### src/rtl/blink_pkg.sv
// Shared constants for the LED pattern driver and its button reader front end.
package blink_pkg;

    localparam int unsigned DEF_N_BTN        = 4;
    localparam int unsigned SEL_W            = 2;
    localparam int unsigned DEF_DEBOUNCE_CYC = 1_000_000;   // 20 ms @ 50 MHz
    localparam int unsigned DEF_LONG_CYC     = 50_000_000;  // 1 s @ 50 MHz
    localparam int unsigned SIM_DEBOUNCE_CYC = 4;
    localparam int unsigned SIM_LONG_CYC     = 16;

    typedef logic [SEL_W-1:0] sel_t;

endpackage

### src/rtl/btn_debounce.sv
// One button channel: 2-FF synchroniser, debounce filter, press/release edge pulses
// and a saturating hold counter that fires a single long-press pulse.
module btn_debounce
    import blink_pkg::*;
#(
    parameter int unsigned DEBOUNCE_CYC = DEF_DEBOUNCE_CYC,
    parameter int unsigned LONG_CYC     = DEF_LONG_CYC
) (
    input  logic clk,
    input  logic reset,
    input  logic i_btn,
    output logic o_level,
    output logic o_press,
    output logic o_release,
    output logic o_long,
    output logic o_press_c
);

    localparam int unsigned DB_W   = $clog2(DEBOUNCE_CYC + 1);
    localparam int unsigned HOLD_W = $clog2(LONG_CYC + 1);

    logic              r_meta;
    logic              r_sync;
    logic              r_stable;
    logic [DB_W-1:0]   r_db_cnt;
    logic [HOLD_W-1:0] r_hold;
    logic              r_press;
    logic              r_release;
    logic              r_long;

    logic w_differ;
    logic w_toggle;
    logic w_long_hit;

    assign w_differ   = (r_sync != r_stable);
    assign w_toggle   = w_differ && (r_db_cnt == DB_W'(DEBOUNCE_CYC - 1));
    assign w_long_hit = r_stable && (r_hold == HOLD_W'(LONG_CYC - 1));

    // Synchroniser and debounce filter; any return to the stable level restarts the count
    always_ff @(posedge clk or negedge reset) begin
        if (!reset) begin
            r_meta    <= 1'b0;
            r_sync    <= 1'b0;
            r_stable  <= 1'b0;
            r_db_cnt  <= '0;
            r_press   <= 1'b0;
            r_release <= 1'b0;
        end else begin
            r_meta    <= i_btn;
            r_sync    <= r_meta;
            r_stable  <= r_stable ^ w_toggle;
            r_press   <= w_toggle & ~r_stable;
            r_release <= w_toggle & r_stable;
            if (!w_differ || w_toggle) begin
                r_db_cnt <= '0;
            end else begin
                r_db_cnt <= r_db_cnt + DB_W'(1);
            end
        end
    end

    // Hold counter saturates at LONG_CYC so the long pulse fires once per press
    always_ff @(posedge clk or negedge reset) begin
        if (!reset) begin
            r_hold <= '0;
            r_long <= 1'b0;
        end else begin
            r_long <= w_long_hit;
            if (!r_stable) begin
                r_hold <= '0;
            end else if (r_hold != HOLD_W'(LONG_CYC)) begin
                r_hold <= r_hold + HOLD_W'(1);
            end
        end
    end

    assign o_level   = r_stable;
    assign o_press   = r_press;
    assign o_release = r_release;
    assign o_long    = r_long;
    assign o_press_c = w_toggle & ~r_stable;

endmodule

### src/rtl/button_reader.sv
// Debounced pushbutton reader: per-channel events plus a 2-bit index of the
// most recently pressed button, aligned with its press pulse.
module button_reader
    import blink_pkg::*;
#(
    parameter int unsigned N_BTN          = DEF_N_BTN,
    parameter int unsigned DEBOUNCE_CYC   = DEF_DEBOUNCE_CYC,
    parameter int unsigned LONG_CYC       = DEF_LONG_CYC,
    parameter bit          BTN_ACTIVE_LOW = 1'b1
) (
    input  logic             clk,
    input  logic             reset,
    input  logic [N_BTN-1:0] btn_raw,
    output logic [N_BTN-1:0] btn_level,
    output logic [N_BTN-1:0] press_pulse,
    output logic [N_BTN-1:0] release_pulse,
    output logic [N_BTN-1:0] long_pulse,
    output sel_t             sel,
    output logic             sel_valid
);

    logic [N_BTN-1:0] w_btn;
    logic [N_BTN-1:0] w_press_c;
    sel_t             w_sel_c;
    sel_t             r_sel;
    logic             r_sel_valid;

    assign w_btn = BTN_ACTIVE_LOW ? ~btn_raw : btn_raw;

    for (genvar g = 0; g < N_BTN; g++) begin : g_chan
        btn_debounce #(
            .DEBOUNCE_CYC (DEBOUNCE_CYC),
            .LONG_CYC     (LONG_CYC)
        ) u_btn (
            .clk       (clk),
            .reset     (reset),
            .i_btn     (w_btn[g]),
            .o_level   (btn_level[g]),
            .o_press   (press_pulse[g]),
            .o_release (release_pulse[g]),
            .o_long    (long_pulse[g]),
            .o_press_c (w_press_c[g])
        );
    end

    // Priority encoder on the upcoming press pulses, lowest index wins
    always_comb begin
        w_sel_c = r_sel;
        for (int i = int'(N_BTN) - 1; i >= 0; i--) begin
            if (w_press_c[i]) begin
                w_sel_c = SEL_W'(i);
            end
        end
    end

    always_ff @(posedge clk or negedge reset) begin
        if (!reset) begin
            r_sel       <= '0;
            r_sel_valid <= 1'b0;
        end else begin
            r_sel       <= w_sel_c;
            r_sel_valid <= |w_press_c;
        end
    end

    assign sel       = r_sel;
    assign sel_valid = r_sel_valid;

endmodule

### config.mk
export PLATFORM = sky130hd
export DESIGN_NAME = button_reader
export DESIGN_NICKNAME = d
export VERILOG_FILES = /design/src/rtl/blink_pkg.sv /design/src/rtl/btn_debounce.sv /design/src/rtl/button_reader.sv
export SDC_FILE = /design/constraint.sdc
export NUM_CORES = 1
export LEC_CHECK = 0
export ABC_AREA = 1
export CORE_UTILIZATION = 45
export CTS_BUF_LIST = sky130_fd_sc_hd__clkbuf_4 sky130_fd_sc_hd__clkbuf_8
export DETAILED_ROUTE_END_ITERATION = 10
export DONT_BUFFER_PORTS = 1
export GPL_ROUTABILITY_DRIVEN = 0
export GPL_TIMING_DRIVEN = 0
export PLACE_DENSITY = 0.69
export SLEW_MARGIN = 20
export SYNTH_ARGS = -nofsm -noshare
export SYNTH_HDL_FRONTEND = slang
export SYNTH_SLANG_ARGS = --single-unit
### constraint.sdc
create_clock -name clk -period 1.7 [get_ports clk]
set_input_delay 0.17 -clock clk [delete_from_list [all_inputs] [get_ports clk]]
set_output_delay 0.17 -clock clk [all_outputs]
set_load 0.05 [all_outputs]
==> tab_implementation.tex, run 1 <==
\begin{tabular}{lr}
\hline
Metric & Value \\
\hline
\multicolumn{2}{l}{\textbf{Setup path}} \\
Kind of end point of the critical path & flop \\
Slack of the worst reg-to-reg path & between 50 and 60 ps \\
Worst path required time & 2100 ps \\
Launching point of the worst reg2reg path & g\_chan[0].u\_btn.r\_db\_cnt[1] \\
Depth of the worst register-to-register path & 9 \\
Data arrival, critical path & 2050 ps \\
CP Class & reg2reg \\
Capture instance of the worst register-to-register path & g\_chan[0].u\_btn.r\_db\_cnt[10] \\
Critical path fanouts, max & 10 \\
Chain of cells forming the critical path & ha\_2 -> nand2\_1 -> nor2\_4 -> inv\_2 -> nor3\_2 -> nand3\_2 -> o21ai\_4 -> buf\_6 -> nor2\_1 \\
Count of buffering cells on the critical path with inverters included & 2 \\
Kind of start point of the critical path & flop \\
Cell with the largest stage delay on the worst path & dfrtp\_1 \\
Critical Path Max Stage Delay & approximately 390 ps \\
Crit path max-delay family & simple AND/OR/NAND/NOR gates \\
\multicolumn{2}{l}{\textbf{Placement}} \\
Detailed Place HPWL & 17.84 mm \\
Total instance count after detailed placement & 1903 \\
Number of buffer cells added on primary ports & 0 \\
DP Area & approximately 0.012 sq mm \\
\multicolumn{2}{l}{\textbf{Routing}} \\
Overall via count from detail\_route & slightly above 10000 \\
Detailed-route vias per instance & between 5 and 6 \\
Number of optimization iterations in the first detailed-route pass & 5 \\
Post-detailed-route DRC marker count & 0 \\
Mean routed wirelength per cell & around 13 um \\
Drt total wl & about 26 mm \\
Routed Antenna Nets & 0 \\
Drt first-iter violations & 593 \\
\multicolumn{2}{l}{\textbf{Yosys}} \\
Synth Net Count & approximately 1600 \\
Gate count of the mapped netlist & 1573 \\
Most numerous cell types in the synthesized netlist & nand2\_1 (343), nor2\_1 (322), dfrtp\_1 (211), inv\_1 (197), nand3\_1 (99) \\
Syn. warnings & 0 \\
Library cell occupying the most area in the post-synthesis netlist & dfrtp\_1 \\
Proportion of netlist area held by the largest area contributor & 0.4507 \\
Main synth FF type & dfrtp\_1 \\
Mean post-synth cell area & around 7.4 sq um \\
\#FFs+latches synth & between 200 and 250 \\
Post-synthesis cell type count & between 40 and 50 \\
Fraction of the yosys area taken by sequential cells & 0.4507 \\
Post-synth design cell area & 0.01172 sq mm \\
Most common cell in the synthesized netlist & nand2\_1 \\
Largest cells by area after synthesis & dfrtp\_1 (45\%), nand2\_1 (11\%), nor2\_1 (10\%) \\
Count of flip-flops with a built-in enable after synthesis & 0 \\
Proportion of synthesized flip-flops having asynchronous set or reset & 1.000 \\
\multicolumn{2}{l}{\textbf{Clocking}} \\
Clk sinks & roughly 210 \\
Hold-fix buffers at CTS & 4 \\
Clock-pin transition on the worst setup and hold timing paths & about 60 ps \\
Clock buffer count from CTS & 38 \\
Clock latency on the worst-skew pair & between 500 and 600 ps \\
Maximum clock path buffer count & 3 \\
TritonCTS clock tree & done \\
CTS root buffer & clkbuf\_8 \\
H-tree depth & 2 \\
\multicolumn{2}{l}{\textbf{Global routing}} \\
Via count of the first global-routing pass & approximately 9600 \\
Global-route wire length before repair & about 44 mm \\
Maximum number of pins on one net before global-route repair & approximately 210 \\
Total routing resource utilization after global routing & 0.2005 \\
Leftover overflow at the end of global routing & 0 \\
Initial antenna violation count & 0 \\
\multicolumn{2}{l}{\textbf{Cells and area}} \\
Filler cells & about 2400 \\
Non-filler cells, final & 1997 \\
Share of post-route cells with drive strength above 1 & 0.1254 \\
Number of nets in the final layout & 1661 \\
Summed area of non-filler cells in the final layout & $\sim$0.013 sq mm \\
Area of the multi-input gates & 0.005693 sq mm \\
Layout overhead on the synthesized area & 14.75\% \\
Total inserted antenna cells & 0 \\
Area taken by flip-flops and latches & 0.005284 sq mm \\
\multicolumn{2}{l}{\textbf{Floorplan}} \\
Total number of placement rows & 58 \\
Initial Utilization & 0.4626 \\
Die Outline Area & 0.02668 sq mm \\
IO Pins & 25 \\
Vertical die dimension & $\sim$160 um \\
Floorplan core area & between 0.02 and 0.03 sq mm \\
X dimension of the die & between 150 and 200 um \\
\multicolumn{2}{l}{\textbf{Power}} \\
Power per unit of standard cell area & 762.1 mW/mm\^{}2 \\
Leakage Power & roughly 5.9 nW \\
Worst ir drop on vdd & approximately 590 uV \\
\multicolumn{2}{l}{\textbf{Timing}} \\
Transition time of the tightest slew-check pin & 568.4 ps \\
Min Clock Period, post-route & roughly 1600 ps \\
Final Skew & around 21 ps \\
Final number of setup-violating endpoints & 0 \\
Final Hold Vio Count & around 210 \\
Worst rel slew slack & 0.6210 \\
RSZ-0062 raised after global routing & yes \\
Top achievable clock speed & a little over 0.6 GHz \\
Period utilization & 0.9685 \\
Pins Over Slew Limit & 0 \\
Tightest hold margin & -671.8 ps \\
\multicolumn{2}{l}{\textbf{Run status}} \\
Outcome & finished, violations left \\
Violations in the final reports & negative hold slack \\
\multicolumn{2}{l}{\textbf{Job}} \\
Max-Cap Viols & 0 \\
\multicolumn{2}{l}{\textbf{Min path}} \\
Class of the tightest hold or removal check & in2async \\
\hline
\end{tabular}
## layer usage
metal | part of all wire | track usage
met1 | 0.47 | 0.2734
met2 | 0.46 | 0.3209
met3 | 0.047 | 0.03885
met4 | 0.020 | 0.06160
met5 | 0 | 0
## cell families after synthesis
logic type | after synthesis | synth area share
AND/OR/NAND/NOR | 939 | 0.3515
buffers and inverters | 236 | 0.08436
flip-flops | 211 | 0.4507
AO/OA/AOI/OAI | 105 | 0.04838
XOR/XNOR | 70 | 0.05233
adder cells (fa/ha/maj) | 12 | 0.01281
## area by class of cell
class	count	area share
tap	330	0.03071
clock inverter	5	0.003909
clock buffer	59	0.05575
sequential	211	0.3930
buffer	35	0.01964
inverter	200	0.05584
multi-input combinational	1126	0.4235
timing repair buffer	31	0.01768
## through the flow
step / utilization / TNS [ps] / power (W) / setup slack [ps]
after global routing: 0.5308 / -1141 / 0.01068 / -63.22
final: 0.5308 / 0 / 0.01025 / 53.54
after floorplan: - / 0 / 0.005251 / 153.7
after CTS: 0.5162 / 0 / 0.01039 / 0.2196
after global placement: 0.4789 / -8088 / 0.005278 / -178.0
after detailed placement: 0.4789 / -9859 / 0.005281 / -212.7
## flip-flops by register name, indices dropped and copies added, names as in the netlist, named ones only
signal                  cells
sel                         2
g_chan.u_btn.r_hold       104
g_chan.u_btn.r_db_cnt      80
g_chan.u_btn.o_long         4
g_chan.u_btn.r_sync         4
sel_valid                   1
g_chan.u_btn.o_release      4
g_chan.u_btn.r_meta         4
g_chan.u_btn.o_press        4
## placed cells by master (no fill, tap or decap), types with 8 or more instances in the layout
cell / count
nand3_1: 92
nand3_2: 11
clkbuf_8: 50
nor2_1: 314
nand2_2: 12
xnor2_1: 20
nor2_4: 14
nand2_1: 337
a21oi_1: 45
inv_1: 195
nor3_1: 59
nor2_2: 8
o21ai_0: 41
nor3_2: 10
buf_4: 45
dfrtp_1: 208
nor4_1: 12
nand4_1: 41
clkbuf_4: 10
xor2_1: 50
## where the power goes
group          leakage [nW]  internal, W  total [W]  switching [W]
logic                  2.51    0.0000673   0.000149      0.0000822
registers              2.92      0.00506    0.00509      0.0000346
clock network         0.424      0.00294    0.00500        0.00206
## repair_timing
| item | 4_1_cts | 5_1_grt |
|---|---|---|
| cloned | 0 | 3 |
| hold endpoints to repair | 215 | 211 |
| buffers inserted | 5 | 19 |
| resized for setup | 16 | 62 |
| pin swaps | 1 | 12 |
| setup endpoints to repair | 87 | 108 |
## worst max-delay path by stage
stage | from | endpoint | depth (start not counted) | slack (ps)
2_1_floorplan | g_chan[3].u_btn.r_db_cnt[0] | g_chan[3].u_btn.r_db_cnt[3] | 9 | 150
3_5_place_dp | g_chan[1].u_btn.r_db_cnt[0] | g_chan[1].u_btn.r_db_cnt[3] | 7 | -210
5_1_grt | g_chan[0].u_btn.r_db_cnt[0] | g_chan[0].u_btn.r_db_cnt[10] | 9 | -60
4_1_cts | g_chan[1].u_btn.r_db_cnt[0] | g_chan[1].u_btn.r_db_cnt[3] | 7 | 0.2
6_report | g_chan[0].u_btn.r_db_cnt[1] | g_chan[0].u_btn.r_db_cnt[10] | 9 | 50
3_3_place_gp | g_chan[1].u_btn.r_db_cnt[0] | g_chan[1].u_btn.r_db_cnt[17] | 7 | -180
Power figures use the tool's default switching activity.
==> inputs of run 2 (changes only) <==
Settings changed: CORE_MARGIN from default to 3, CORE_UTILIZATION 45 to 25, PLACE_DENSITY 0.69 to 0.47.
==> run 2 against run 1 <==
  * The run still ends with negative hold slack left
  * First-iteration DRC count down 5.7%
  * Via count decreased by 0.50%
  * Clock power rose by 12%
  * Sequential share of layout area down 1.8 points
  * Wire length is 13% higher
  * Critical path depth did not move
==> tab_implementation.tex, run 2 (synthesized netlist as in run 1, its figures left out) <==
\begin{tabular}{lr}
\hline
Metric & Value \\
\hline
\multicolumn{2}{l}{\textbf{Setup path}} \\
Critical path fanouts, max & 5 (-5) \\
Capture instance of the worst register-to-register path & g\_chan[0].u\_btn.r\_db\_cnt[13] \\
Slack of the worst reg-to-reg path & 40 ps (about the same) \\
CP Class & reg2reg \\
Depth of the worst register-to-register path & 9 (unchanged) \\
Data arrival, critical path & 2130 ps (+80 ps) \\
Kind of end point of the critical path & flop \\
Launching point of the worst reg2reg path & g\_chan[0].u\_btn.r\_db\_cnt[1] \\
Kind of start point of the critical path & flop \\
Worst path required time & 2170 ps (+70 ps) \\
\multicolumn{2}{l}{\textbf{Floorplan}} \\
Vertical die dimension & 222.5 um (+36\%) \\
Initial Utilization & 0.2554 (-0.2072) \\
Die Outline Area & 0.04950 sq mm (+85\%) \\
X dimension of the die & 222.5 um (+36\%) \\
Floorplan core area & 0.04587 sq mm (+81\%) \\
IO Pins & 25 (unchanged) \\
Total number of placement rows & 78 (+34\%) \\
\multicolumn{2}{l}{\textbf{Cells and area}} \\
Top Registers & g\_chan.u\_btn.r\_hold: 104 flops, g\_chan.u\_btn.r\_db\_cnt: 80 flops \\
Number of nets in the final layout & 1676 (+0.90\%) \\
Number of flip-flops in the largest register & 104 (unchanged) \\
Most common cell after layout, fill and taps aside & nand2\_1 \\
Post-route core utilization & 0.3074 (-0.2234) \\
Share of post-route cells with drive strength above 1 & 0.1510 (+0.02560) \\
Layout overhead on the synthesized area & 20.35\% \\
Non-filler cells, final & 2290 (+15\%) \\
Register name with the most flops & g\_chan.u\_btn.r\_hold \\
Commonest non-fill, non-tap cells in the layout & nand2\_1 (335), nor2\_1 (297), dfrtp\_1 (207) \\
\multicolumn{2}{l}{\textbf{Routing}} \\
Drt first-iter violations & 559 (-5.7\%) \\
Post-detailed-route DRC marker count & 0 (unchanged) \\
Drt total wl & 29.13 mm (+13\%) \\
Routed Antenna Nets & 0 (unchanged) \\
Number of optimization iterations in the first detailed-route pass & 5 (unchanged) \\
Mean routed wirelength per cell & 12.72 um (-1.7\%) \\
Detailed-route vias per instance & 4.378 (-13\%) \\
Overall via count from detail\_route & 10030 (-0.50\%) \\
\multicolumn{2}{l}{\textbf{Clocking}} \\
H-tree depth & 2 (unchanged) \\
Clock-pin transition on the worst setup and hold timing paths & 50 ps (about the same) \\
TritonCTS clock tree & done \\
Clock buffer count from CTS & 41 (+7.9\%) \\
Hold-fix buffers at CTS & 4 (unchanged) \\
Clock latency on the worst-skew pair & 590 ps (+60 ps) \\
Maximum clock path buffer count & 3 (unchanged) \\
Clk sinks & 211 (unchanged) \\
CTS root buffer & clkbuf\_8 \\
\multicolumn{2}{l}{\textbf{Global routing}} \\
Maximum number of pins on one net before global-route repair & 212 (unchanged) \\
Initial antenna violation count & 1 (+1) \\
Global-route wire length before repair & 48.41 mm (+9.5\%) \\
Total routing resource utilization after global routing & 0.1161 (-0.08440) \\
Leftover overflow at the end of global routing & 0 (unchanged) \\
Via count of the first global-routing pass & 9692 (+1.1\%) \\
\multicolumn{2}{l}{\textbf{Timing}} \\
Period utilization & 0.9738 (+0.005252) \\
Transition time of the tightest slew-check pin & 644.1 ps (+75.67 ps) \\
Final Skew & 59.59 ps (+38.74 ps) \\
Final Hold Vio Count & 211 (unchanged) \\
Tightest hold margin & -709.6 ps (-37.81 ps) \\
RSZ-0062 raised after global routing & yes \\
Worst rel slew slack & 0.5706 (-0.05045) \\
Min Clock Period, post-route & 1655 ps (+8.928 ps) \\
Pins Over Slew Limit & 0 (unchanged) \\
Top achievable clock speed & 0.6041 GHz (-0.54\%) \\
Final number of setup-violating endpoints & 0 (unchanged) \\
\multicolumn{2}{l}{\textbf{Run status}} \\
Violations in the final reports & negative hold slack \\
Outcome & finished, violations left \\
\multicolumn{2}{l}{\textbf{Power}} \\
Power per unit of standard cell area & 770.7 mW/mm\^{}2 (+1.1\%) \\
Worst ir drop on vdd & 389.0 uV (-34\%) \\
Leakage Power & 6.005 nW (+2.6\%) \\
\multicolumn{2}{l}{\textbf{Placement}} \\
Detailed Place HPWL & 19.69 mm (+10\%) \\
Number of buffer cells added on primary ports & 0 (unchanged) \\
Total instance count after detailed placement & 2173 (+14\%) \\
\multicolumn{2}{l}{\textbf{Min path}} \\
Class of the tightest hold or removal check & in2async \\
\multicolumn{2}{l}{\textbf{Job}} \\
Max-Cap Viols & 0 (unchanged) \\
\hline
\end{tabular}
[run 2: report_power, final]
group / total (W) / internal [W] / switching [W]
combinational: 0.000199 / 0.0000974 / 0.000102
sequential: 0.00509 / 0.00506 / 0.0000338
clock: 0.00558 / 0.00323 / 0.00235
[run 2: layout make-up]
| type | count | area [sq um] |
|---|---|---|
| multi-input cells | 1126 | 5788 |
| fillers | 4893 | 31770 |
| well taps | 600 | 750.7 |
| flip-flops and latches | 211 | 5285 |
| repair buffers | 43 | 345.3 |
| inverters | 200 | 750.7 |
| clock inverters | 12 | 98.84 |
| diodes | 1 | 2.502 |
| plain buffers | 35 | 264.0 |
| clock buffers | 62 | 815.8 |
[run 2: how the worst max path moves through the flow]
| stage | startpoint | to | slack [ps] | depth (start not counted) |
|---|---|---|---|---|
| final | g_chan[0].u_btn.r_db_cnt[1] | g_chan[0].u_btn.r_db_cnt[13] | 40 | 9 |
| after global routing | g_chan[2].u_btn.r_hold[0] | g_chan[2].u_btn.r_hold[18] | -100 | 11 |
| after CTS | g_chan[1].u_btn.r_db_cnt[0] | sel[0] | -4 | 8 |
| after detailed placement | g_chan[2].u_btn.r_db_cnt[0] | sel[0] | -340 | 8 |
| after global placement | g_chan[2].u_btn.r_db_cnt[0] | sel[0] | -370 | 8 |
| after floorplan | g_chan[3].u_btn.r_db_cnt[0] | g_chan[3].u_btn.r_db_cnt[3] | 150 | 9 |
[run 2: worst max-delay path: stages (launching register included)]
cell and delay [ps]:
dfrtp_1 370, ha_2 200, nand2_2 60, nor2_4 170, inv_2 60, nor3_2 160, nand3_2 160, o21ai_4 150
buf_6 180, nor2_2 40
[run 2: per-layer routing]
| metal | GRT usage | part of all wire | vias up |
|---|---|---|---|
| met5 | 0 | 0 | - |
| met4 | 0.03897 | 0.024 | 0 |
| li1 | - | - | 5165 |
| met1 | 0.1605 | 0.49 | 4671 |
| met2 | 0.1776 | 0.44 | 137 |
| met3 | 0.02867 | 0.043 | 52 |
[run 2: timing repair]
action / in CTS / in global routing
cloned: 2 / 5
endpoints found under the setup margin: 94 / 118
buffers inserted: 10 / 22
resized for setup: 26 / 94
endpoints found under the hold margin: 215 / 211
pin swaps: 2 / 21
[run 2: per-stage QoR]
stage	TNS [ps]	setup WS, ps	total power [W]	cell area, sq um	hold slack, ps
6_report	0	44.62	0.01087	14100	-709.6
5_1_grt	-1797	-96.43	0.01139	14100	-792.6
4_1_cts	-3.987	-3.987	0.01110	13620	-780.5
3_5_place_dp	-13780	-335.9	0.005284	12470	-114.0
3_3_place_gp	-15060	-373.0	0.005283	12470	-115.5
2_1_floorplan	0	153.7	0.005251	11720	-125.6
==> inputs of run 3 (changes only) <==
Settings changed: CAP_MARGIN from default to 20, CORE_MARGIN 3 to default, CORE_UTILIZATION 25 to 65, PLACE_DENSITY 0.47 to 0.9.
==> run 3 against run 2 <==
  * Highest routed layer unchanged
  * Non-clock buffer count is 4 lower
  * Setup slack got worse by 44 ps
  * Critical path depth did not move
  * Register-to-register slack lost 40 ps
  * Cell count decreased by 17%
  * Cell area fell by 5.1%
  * The flow still finishes with violations (negative hold slack)
  * Via count rose by 7.7%
  * Sequential power about the same
  * Total power decreased by 5.6%
==> tab_implementation.tex, run 3 (synthesized netlist as in run 1, its figures left out) <==
\begin{tabular}{lr}
\hline
Metric & Value \\
\hline
\multicolumn{2}{l}{\textbf{Cells and area}} \\
Layout overhead on the synthesized area & 14.22\% \\
Post-route core utilization & 0.7658 (+0.4583) \\
Top Registers & g\_chan.u\_btn.r\_hold: 104 flops, g\_chan.u\_btn.r\_db\_cnt: 80 flops \\
Number of flip-flops in the largest register & 104 (unchanged) \\
Number of nets in the final layout & 1668 (-0.48\%) \\
Commonest non-fill, non-tap cells in the layout & nand2\_1 (333), nor2\_1 (301), dfrtp\_1 (208) \\
Total inserted antenna cells & 0 (-1) \\
Share of post-route cells with drive strength above 1 & 0.1346 (-0.01641) \\
Most common cell after layout, fill and taps aside & nand2\_1 \\
Register name with the most flops & g\_chan.u\_btn.r\_hold \\
\multicolumn{2}{l}{\textbf{Placement}} \\
Detailed Place HPWL & 18.08 mm (-8.2\%) \\
Number of buffer cells added on primary ports & 0 (unchanged) \\
\multicolumn{2}{l}{\textbf{Routing}} \\
Number of optimization iterations in the first detailed-route pass & 6 (+1) \\
Drt first-iter violations & 922 (+65\%) \\
Drt total wl & 28.25 mm (-3.0\%) \\
Overall via count from detail\_route & 10800 (+7.7\%) \\
Post-detailed-route DRC marker count & 0 (unchanged) \\
Detailed-route vias per instance & 5.694 (+30\%) \\
Mean routed wirelength per cell & 14.89 um (+17\%) \\
Routed Antenna Nets & 0 (unchanged) \\
\multicolumn{2}{l}{\textbf{Timing}} \\
Period utilization & 0.9995 (+0.02575) \\
Min Clock Period, post-route & 1699 ps (+43.78 ps) \\
Final number of setup-violating endpoints & 0 (unchanged) \\
Transition time of the tightest slew-check pin & 566.4 ps (-77.73 ps) \\
RSZ-0062 raised after global routing & yes \\
Tightest hold margin & -671.8 ps (+37.78 ps) \\
Final Skew & 14.18 ps (-45.41 ps) \\
Top achievable clock speed & 0.5885 GHz (-2.6\%) \\
Final Hold Vio Count & 211 (unchanged) \\
Pins Over Slew Limit & 0 (unchanged) \\
Worst rel slew slack & 0.6224 (+0.05182) \\
\multicolumn{2}{l}{\textbf{Job}} \\
Max-Cap Viols & 0 (unchanged) \\
\multicolumn{2}{l}{\textbf{Floorplan}} \\
Vertical die dimension & 136.3 um (-39\%) \\
Floorplan core area & 0.01748 sq mm (-62\%) \\
X dimension of the die & 136.3 um (-39\%) \\
Die Outline Area & 0.01857 sq mm (-62\%) \\
IO Pins & 25 (unchanged) \\
Initial Utilization & 0.6704 (+0.4150) \\
Total number of placement rows & 48 (-38\%) \\
\multicolumn{2}{l}{\textbf{Setup path}} \\
Critical path fanouts, max & 5 (unchanged) \\
Critical Path Max Stage Delay & 400 ps (+30 ps) \\
Cell with the largest stage delay on the worst path & dfrtp\_1 \\
Most frequent cell on the critical path & nand2\_2 \\
Data arrival, critical path & 2110 ps (-20 ps) \\
Kind of start point of the critical path & flop \\
Chain of cells forming the critical path & ha\_2 -> nand2\_2 -> nor2\_4 -> inv\_1 -> nor2\_2 -> nand2\_2 -> o21ai\_4 -> buf\_4 -> nor3b\_1 \\
Worst path required time & 2110 ps (-60 ps) \\
Kind of end point of the critical path & flop \\
Depth of the worst register-to-register path & 9 (unchanged) \\
CP Class & reg2reg \\
\multicolumn{2}{l}{\textbf{Power}} \\
Part of the total power dissipated in sequential elements & 0.497 (+0.028) \\
Total power & 0.01026 W (-5.6\%) \\
Relative contribution of combinational cells to total power & 0.017 (about the same) \\
Net switching power figure & 0.002155 W (-13\%) \\
Power per unit of standard cell area & 766.4 mW/mm\^{}2 (-0.56\%) \\
Worst ir drop on vdd & 686.0 uV (+76\%) \\
Switching part of the total & 0.2101 (-0.01814) \\
Internal power summed over all cells & 0.008101 W (-3.4\%) \\
Relative contribution of the clock network to total power & 0.486 (-0.027) \\
Leakage Power & 5.900 nW (-1.7\%) \\
\multicolumn{2}{l}{\textbf{Clocking}} \\
TritonCTS clock tree & done \\
H-tree depth & 2 (unchanged) \\
Clock buffer count from CTS & 37 (-9.8\%) \\
Clock latency on the worst-skew pair & 530 ps (-60 ps) \\
CTS root buffer & clkbuf\_8 \\
Hold-fix buffers at CTS & 4 (unchanged) \\
Maximum clock path buffer count & 3 (unchanged) \\
Clock-pin transition on the worst setup and hold timing paths & 60 ps (about the same) \\
Clk sinks & 211 (unchanged) \\
\multicolumn{2}{l}{\textbf{Global routing}} \\
Global-route wire length before repair & 44.75 mm (-7.6\%) \\
Initial antenna violation count & 0 (-1) \\
Via count of the first global-routing pass & 10280 (+6.0\%) \\
Leftover overflow at the end of global routing & 0 (unchanged) \\
Total routing resource utilization after global routing & 0.2982 (+0.1821) \\
Maximum number of pins on one net before global-route repair & 212 (unchanged) \\
\multicolumn{2}{l}{\textbf{Run status}} \\
Outcome & finished, violations left \\
Violations in the final reports & negative hold slack \\
\multicolumn{2}{l}{\textbf{Min path}} \\
Class of the tightest hold or removal check & in2async \\
\hline
\end{tabular}
## run 3: stage by stage
| step | instances | hold WS [ps] | cell area, sq um | TNS (ps) | setup slack [ps] |
|---|---|---|---|---|---|
| finish | 1897 | -671.8 | 13380 | 0 | 0.8389 |
| floorplan | 1573 | -125.6 | 11720 | 0 | 153.7 |
| global placement | 1798 | -120.8 | 12000 | -4471 | -109.3 |
| global route | 1897 | -688.8 | 13380 | -2713 | -84.99 |
| detailed placement | 1798 | -118.9 | 12000 | -8184 | -183.0 |
| CTS | 1870 | -687.4 | 12960 | 0 | 4.645 |
## run 3: final timing paths
check	from	endpoint	slack (ps)
hold reg to reg	g_chan[1].u_btn.r_meta	g_chan[1].u_btn.r_sync	350
setup / recovery	g_chan[3].u_btn.r_db_cnt[0]	g_chan[3].u_btn.r_db_cnt[2]	0.8
max in group asynchronous	reset	g_chan[1].u_btn.r_db_cnt[0]	2080
hold / removal	reset	g_chan[0].u_btn.r_hold[18]	-670
min in group clk	btn_raw[2]	g_chan[2].u_btn.r_meta	230
setup reg to reg	g_chan[3].u_btn.r_db_cnt[0]	g_chan[3].u_btn.r_db_cnt[2]	0.8
## run 3: cell type report
class | count | area (sq um)
Multi-Input combinational cell | 1126 | 5704
Inverter | 200 | 753.2
Tap cell | 225 | 281.5
Clock inverter | 4 | 72.57
Timing Repair Buffer | 38 | 302.8
Clock buffer | 57 | 715.7
Sequential cell | 211 | 5284
Buffer | 36 | 269.0
Fill cell | 1167 | 4094
## run 3: critical path: cells and delay by family (launching register included)
family / cells / cell delay (ps)
buffers and inverters: 2 / 270
adders and majority gates: 1 / 230
AOI/OAI and AO/OA: 1 / 120
DFF: 1 / 400
and+or+nand+nor: 5 / 560
## run 3: power by group through the flow
| stage | clock network, W | logic [W] | registers [W] |
|---|---|---|---|
| after global placement | 0 | 0.0000985 | 0.00518 |
| after detailed placement | 0 | 0.000103 | 0.00518 |
| final | 0.00498 | 0.000179 | 0.00509 |
| after CTS | 0.00505 | 0.000132 | 0.00509 |
| after global routing | 0.00528 | 0.000195 | 0.00509 |
| after floorplan | 0 | 0.0000809 | 0.00517 |
## run 3: what timing repair did
item                       in CTS  in global routing
resized for setup              23                 76
pin swaps                       1                 13
cloned                          2                  4
buffers inserted                5                 23
hold endpoints to repair      215                211
setup endpoints to repair      88                111
## run 3: metal layers
layer | routed length, um | global-route usage | vias to the layer above
li1 | - | - | 5141
met4 | 924 | 0.1315 | 0
met2 | 14150 | 0.5096 | 447
met1 | 11510 | 0.3719 | 5120
met5 | 0 | 0 | -
met3 | 1654 | 0.04847 | 93
